--- src/rtl/fpr_wr_arbiter.sv ---
// rtl/fpr_wr_arbiter.sv - round-robin write-port arbiter for the floating-point register file
//
// Purpose: owns the single FPR write port. Arbitrates between the load-return
// path (ld) and the FPU result path (fpu), and splits double-precision results
// into two 32-bit writes to an even/odd register pair. regWr/Rw/busW come
// straight from flops so they are settled well before the file's negedge write.
//
// Ports:
//   clk, reset                        clock, synchronous active-high reset
//   ld_valid/ld_ready/ld_addr/ld_dbl/ld_data       load-return request channel
//   fpu_valid/fpu_ready/fpu_addr/fpu_dbl/fpu_data  FPU result request channel
//   regWr, Rw, busW                   register-file write enable, index, data
//   busy                              a write sequence is in progress
module fpr_wr_arbiter #(
  parameter int DATA_W = 32,
  parameter int ADDR_W = 5
) (
  input  logic                clk,
  input  logic                reset,
  input  logic                ld_valid,
  output logic                ld_ready,
  input  logic [ADDR_W-1:0]   ld_addr,
  input  logic                ld_dbl,
  input  logic [2*DATA_W-1:0] ld_data,
  input  logic                fpu_valid,
  output logic                fpu_ready,
  input  logic [ADDR_W-1:0]   fpu_addr,
  input  logic                fpu_dbl,
  input  logic [2*DATA_W-1:0] fpu_data,
  output logic                regWr,
  output logic [ADDR_W-1:0]   Rw,
  output logic [DATA_W-1:0]   busW,
  output logic                busy
);

  typedef enum logic [1:0] {
    IDLE = 2'd0,
    WR_A = 2'd1,
    WR_B = 2'd2
  } state_t;

  state_t              state;
  // Set once ld has been granted, so fpu wins the next tie; reset favours ld.
  logic                favour_fpu;
  // Second half of a double, held while the first word is on the bus.
  logic [DATA_W-1:0]   pend_lo;
  logic [ADDR_W-2:0]   pend_pair;
  logic                pend_dbl;

  logic                grant_ld;
  logic                grant_fpu;
  logic                accept;
  logic [ADDR_W-1:0]   sel_addr;
  logic                sel_dbl;
  logic [2*DATA_W-1:0] sel_data;

  always_comb begin
    grant_ld  = ld_valid && (!fpu_valid || !favour_fpu);
    grant_fpu = fpu_valid && !grant_ld;
    ld_ready  = (state == IDLE) && !reset && grant_ld;
    fpu_ready = (state == IDLE) && !reset && grant_fpu;
    accept    = ld_ready || fpu_ready;
    sel_addr  = grant_ld ? ld_addr : fpu_addr;
    sel_dbl   = grant_ld ? ld_dbl  : fpu_dbl;
    sel_data  = grant_ld ? ld_data : fpu_data;
  end

  always_ff @(posedge clk) begin
    if (reset) begin
      state      <= IDLE;
      regWr      <= 1'b0;
      Rw         <= '0;
      busW       <= '0;
      busy       <= 1'b0;
      favour_fpu <= 1'b0;
      pend_lo    <= '0;
      pend_pair  <= '0;
      pend_dbl   <= 1'b0;
    end else begin
      case (state)
        IDLE: begin
          if (accept) begin
            state      <= WR_A;
            regWr      <= 1'b1;
            busy       <= 1'b1;
            favour_fpu <= grant_ld;
            pend_dbl   <= sel_dbl;
            pend_lo    <= sel_data[DATA_W-1:0];
            pend_pair  <= sel_addr[ADDR_W-1:1];
            if (sel_dbl) begin
              // Doubles always start on the even register, whatever addr[0] says.
              Rw   <= {sel_addr[ADDR_W-1:1], 1'b0};
              busW <= sel_data[2*DATA_W-1:DATA_W];
            end else begin
              Rw   <= sel_addr;
              busW <= sel_data[DATA_W-1:0];
            end
          end
        end
        WR_A: begin
          if (pend_dbl) begin
            state <= WR_B;
            Rw    <= {pend_pair, 1'b1};
            busW  <= pend_lo;
          end else begin
            // Rw/busW deliberately hold their last values when idle.
            state <= IDLE;
            regWr <= 1'b0;
            busy  <= 1'b0;
          end
        end
        WR_B: begin
          state <= IDLE;
          regWr <= 1'b0;
          busy  <= 1'b0;
        end
        default: begin
          state <= IDLE;
          regWr <= 1'b0;
          busy  <= 1'b0;
        end
      endcase
    end
  end

endmodule

--- config.mk ---
export PLATFORM = sky130hd
export DESIGN_NAME = fpr_wr_arbiter
export DESIGN_NICKNAME = d
export VERILOG_FILES = /design/src/rtl/fpr_wr_arbiter.sv
export SDC_FILE = /design/constraint.sdc
export NUM_CORES = 1
export LEC_CHECK = 0
export BUFFER_PORTS_ARGS = -buffer_cell sky130_fd_sc_hd__buf_4
export CAP_MARGIN = 10
export CORE_MARGIN = 1.5
export CORE_UTILIZATION = 40
export CTS_CLUSTER_DIAMETER = 150
export DETAILED_ROUTE_END_ITERATION = 8
export PLACE_DENSITY = 0.69
export SETUP_SLACK_MARGIN = 0.3
export SKIP_CTS_REPAIR_TIMING = 1
export SLEW_MARGIN = 0
export SYNTH_ARGS = -nofsm -noshare
export SYNTH_HDL_FRONTEND = slang
export SYNTH_SLANG_ARGS = --single-unit
--- constraint.sdc ---
create_clock -name clk -period 2.2 [get_ports clk]
set_input_delay 0.22 -clock clk [delete_from_list [all_inputs] [get_ports clk]]
set_output_delay 0.22 -clock clk [all_outputs]
set_load 0.02 [all_outputs]
# Yosys cells after proc, flatten, opt, wreduce, memory -nomap -nowiden
# Index checks and enable logic that the tools add are counted.
[totals] ff_bits=78 inputBits=144 output_inout_bits=41 wordCells=45
[classes] n_eq_ne=4 mux=17 n_reduce_logical=16
[op_table] operator="32-bit two-way mux" count=3
[op_table] operator="64-bit two-way mux" count=1
[op_table] operator="32-bit one-hot mux with 2 select lines" count=1
[op_table] operator="5-bit two-way mux" count=3
[op_table] operator="5-bit one-hot mux with 2 select lines" count=1
[op_table] operator="2-bit inequality test, second input constant" count=3
[op_table] operator="1-bit logical AND" count=5
[op_table] operator="1-bit logical NOT" count=4
[op_table] operator="1-bit two-way mux" count=4
[op_table] operator="2-bit two-way mux" count=2
[op_table] operator="2-bit one-hot mux with 2 select lines" count=1
[op_table] operator="2-bit AND reduction" count=2
[op_table] operator="3-bit AND reduction" count=1
[op_table] operator="2-bit by 1-bit equality test with 1-bit output, second input constant" count=1
[op_table] operator="2-bit logical NOT" count=1
[op_table] operator="1-bit logical OR" count=2
[op_table] operator="1-bit one-hot mux with 2 select lines" count=1
[op_table] operator="2-bit nonzero test" count=1

# Longest topological paths before layout
[logic_depth] ltp_word=9 mapped_depth=7

# Worst setup path before layout
# No wires, ideal clock.
[synth_timing] kind="reg2reg" start="register state[1]" end="register Rw[1]" setup_ps=69 arrival_time_ps=1465 path_slack_ps=666 path_stages_with_launch=6 period_less_slack_ps=1534 path_cell_list="dfxtp_1 or3_4 o21a_1 buf_6 a211o_1 a21oi_2"
[synth_between] elab_chain_len=6 elab_cells_between_ends=11 cone_classes="eq/ne: 3; mux: 1; reduce/logical: 7"
[synth_rtl] item="from (decl)" line_no="42" text="state_t state;"
[synth_rtl] item="from (signal assigned)" line_no="70" text="state <= IDLE;"
[synth_rtl] item="from (signal assigned)" line_no="83" text="state <= WR_A;"
[synth_rtl] item="from (signal assigned)" line_no="102" text="state <= WR_B;"
[synth_rtl] item="2-bit logical NOT" line_no="60, 61, 80"
[synth_rtl] item="1-bit logical AND" line_no="60, 61"
[synth_rtl] item="1-bit logical AND (on tied branches)" line_no="60, 61"
[synth_rtl] item="1-bit logical OR" line_no="62" text="accept = ld_ready || fpu_ready;"
[synth_rtl] item="2-bit inequality test (no line)"
[synth_rtl] item="3-bit AND reduction (no line)"
[synth_rtl] item="to (signal assigned)" line_no="92" text="Rw <= {sel_addr[ADDR_W-1:1], 1'b0};"
[synth_rtl] item="to (signal assigned)" line_no="95" text="Rw <= sel_addr;"
[synth_rtl] item="to (signal assigned)" line_no="103" text="Rw <= {pend_pair, 1'b1};"
[synth_rtl] item="to (decl)" line_no="31" text="output logic [ADDR_W-1:0] Rw,"
# Several ways; a longest one is shown, not always the timed one.
# A chain may end at the register's enable or synchronous reset.

# Final worst setup path
[layout_timing] start="register state[0]" end="register busW[21]"
[layout_between] elab_chain_len=6 elab_cells_between_ends=11 cone_classes="eq/ne: 3; mux: 1; reduce/logical: 7"
[layout_rtl] item="2-bit logical NOT" line_no="60, 61, 80"
[layout_rtl] item="1-bit logical AND" line_no="60, 61"
[layout_rtl] item="1-bit logical AND (on tied branches)" line_no="60, 61"
[layout_rtl] item="1-bit logical OR" line_no="62"
[layout_rtl] item="2-bit inequality test (no line)"
[layout_rtl] item="3-bit AND reduction (no line)"
[layout_rtl] item="to (signal assigned)" line_no="93" text="busW <= sel_data[2*DATA_W-1:DATA_W];"
[layout_rtl] item="to (signal assigned)" line_no="96" text="busW <= sel_data[DATA_W-1:0];"
[layout_rtl] item="to (signal assigned)" line_no="104" text="busW <= pend_lo;"
[layout_rtl] item="to (decl)" line_no="32" text="output logic [DATA_W-1:0] busW,"
# Several ways; a longest one is shown, not always the timed one.

==> impl_metrics.env <==
export IMPL_hold_violations=0
export IMPL_worstSetupPathType="reg -> reg"
export IMPL_ir_worst_vdd_v=0.000400
export IMPL_setup_viol=0
export IMPL_worst_path_buf_inv=1
export IMPL_synth_area_per_cell_sq_um=8.80
export IMPL_numCtsBuffers=9
export IMPL_cts_htree_levels=3
export IMPL_critPathTopFamily="compound AO/OA/AOI/OAI gates"
export IMPL_nFillCells=1009
export IMPL_synth_warning_count=0
export IMPL_status="finished, final reports clean"
export IMPL_ys_ff_latch=78
export IMPL_die_h_um=109
export IMPL_routabilityCongestion=0.738
export IMPL_place_inst=791
export IMPL_fin_setup_tns_ps=0
export IMPL_drv_cap=0
export IMPL_grt_pass1_wl_mm=20.0
export IMPL_area_growth_pct=37.9
export IMPL_syn_area_sq_mm=0.00446
export IMPL_max_freq_mhz=568
export IMPL_drive_gt1_share_pct=38.7
export IMPL_vias_per_cell=5.40
export IMPL_clock_sinks=78
export IMPL_grt_max_degree=78
export IMPL_dpl_cell_area_sq_mm=0.00588
export IMPL_initial_core_util_pct=41.2
export IMPL_instances_no_fill=811
export IMPL_cts_root_buf="clkbuf_8"
export IMPL_worstMarginPinSlew_ps=830
export IMPL_place_ws_ps=411
export IMPL_num_rows=38
export IMPL_cp_start_kind="flop"
export IMPL_ys_seq_area_share_pct=35.0
export IMPL_clkTransAtPathRegs_ps=80
export IMPL_track_usage_pct=21.2
export IMPL_grt_pass1_vias=4222
export IMPL_drtIter0Drc=179
export IMPL_antenna_found_initial=0
export IMPL_fin_area_sq_mm=0.00615
export IMPL_fin_ws_ps=439
export IMPL_wire_per_inst_um=15.6
export IMPL_fin_crit_sh_pct=80.0
export IMPL_critPathCaptureType="flop"
export IMPL_ant_nets=0
export IMPL_cts_buffer_depth=2
export IMPL_relSlewSlack_pct=44.6
export IMPL_post_route_min_period_ps=1760
export IMPL_nNetsFinal=810
export IMPL_path_cells="or3_4 -> o21a_2 -> buf_4 -> a21oi_1 -> a211oi_1"
export IMPL_leakage_nw=2.72
export IMPL_mostFrequentLayoutCell="buf_4"
export IMPL_cts_tree="done"
export IMPL_die_x_um=109
export IMPL_worst_path_max_delay_cell="or3_4"
export IMPL_vias=4383
export IMPL_grt_overflow_total=0
export IMPL_power_density_mw_per_mm2=656
export IMPL_drc=0
export IMPL_dr_pass1_iters=4
export IMPL_place_hpwl_mm=8.85
export IMPL_clk_latency_ps=340
export IMPL_holdCritPathClass="in -> reg"
export IMPL_slowest_delay_ps=430
export IMPL_synthCells=507
export IMPL_rsz0062_at_grt="no"
export IMPL_mostFrequentLayoutCells="buf_4, nor2_1, dfxtp_1"
export IMPL_ioPinCount=185
export IMPL_io_buffers=184
export IMPL_drv_slew=0
export IMPL_crit_arrival_ps=1940
export IMPL_path_max_fanout=20
export IMPL_fp_coreArea_sq_mm=0.0108
export IMPL_synth_nets=651
export IMPL_diodes=0
export IMPL_ys_types=30
export IMPL_required_ps=2380
export IMPL_clock_skew_ps=9.58
export IMPL_wl_mm=12.6
export IMPL_dieArea_sq_mm=0.0118
## sequential cells by signal, summed over array words and instances, names as in the netlist
signal	count
favour_fpu	1
busW	32
state	2
pend_pair	4
Rw	5
pend_dbl	1
busy	1
pend_lo	32
## cell type report
class	instances	area [sq um]	area share, %
clock inverter	3	65.1	1.06
multi-input combinational	375	2630	42.8
clock buffer	13	169	2.74
tap	140	175	2.85
sequential	78	1560	25.4
timing repair buffer	201	1550	25.1
inverter	1	3.75	0.0610
## layer usage
layer  track usage, %  vias up  part of all wire (%)  wire [um]
met5                0        -                     0          0
met2             38.0      117                    50       6350
met4             4.42        0                   1.1        142
li1                 -     2180                     -          -
met1             25.6     2073                    43       5450
met3             5.26       13                   5.4        682
## path summary, 6_finish.rpt
| path | from | endpoint | slack (ps) | cells after the start |
|---|---|---|---|---|
| hold / removal | fpu_valid | favour_fpu$_SDFFE_PP0P_ | 140 | 2 |
| setup reg to reg | state[0]$_SDFFE_PP0P_ | busW[21]$_SDFFE_PP0P_ | 440 | 5 |
| hold reg to reg | Rw[3]$_SDFFE_PP0P_ | Rw[3]$_SDFFE_PP0P_ | 470 | 2 |
| setup / recovery | state[0]$_SDFFE_PP0P_ | busW[21]$_SDFFE_PP0P_ | 440 | 5 |
## where the power goes
| part | internal [W] | switching, W |
|---|---|---|
| registers | 0.00155 | 0.0000789 |
| clock network | 0.000731 | 0.000494 |
| logic | 0.000578 | 0.000603 |
## cells in the mapped netlist
cell type	instances	area [sq um]
a211o_1	4	35.0
a211oi_1	69	518
a21boi_2	1	11.3
a21oi_1	33	165
a21oi_2	4	35.0
a311oi_1	2	17.5
a31o_2	1	8.76
a31oi_1	1	6.26
and2_1	1	6.26
buf_1	3	11.3
buf_2	21	105
buf_4	7	52.6
buf_6	4	45.0
clkbuf_1	18	67.6
dfxtp_1	78	1560
inv_1	1	3.75
mux2_2	32	360
mux2i_1	69	691
nand2_1	37	139
nand2b_1	2	12.5
nand3b_1	1	7.51
nor2_1	79	297
nor2_4	1	11.3
nor2b_1	1	6.26
nor3_1	1	5.00
nor3b_1	1	7.51
o211ai_1	32	240
o21a_1	1	7.51
o21ai_4	1	16.3
or3_4	1	11.3
## metrics by stage
stage                     hold slack [ps]  power (W)  utilization (%)
after global placement                460    0.00281             54.3
after floorplan                       336    0.00237                -
after detailed placement              453    0.00284             54.3
final                                 137    0.00404             56.8
after global routing                  113    0.00427             56.8
after CTS                             112    0.00407             56.4
## cells by family after synthesis
group | synth area share [%]
DFF | 35.0
and+or+nand+nor | 11.3
buffers and inverters | 6.39
AOI/OAI and AO/OA | 23.8
muxes | 23.6
Power figures use the tool's default switching activity.
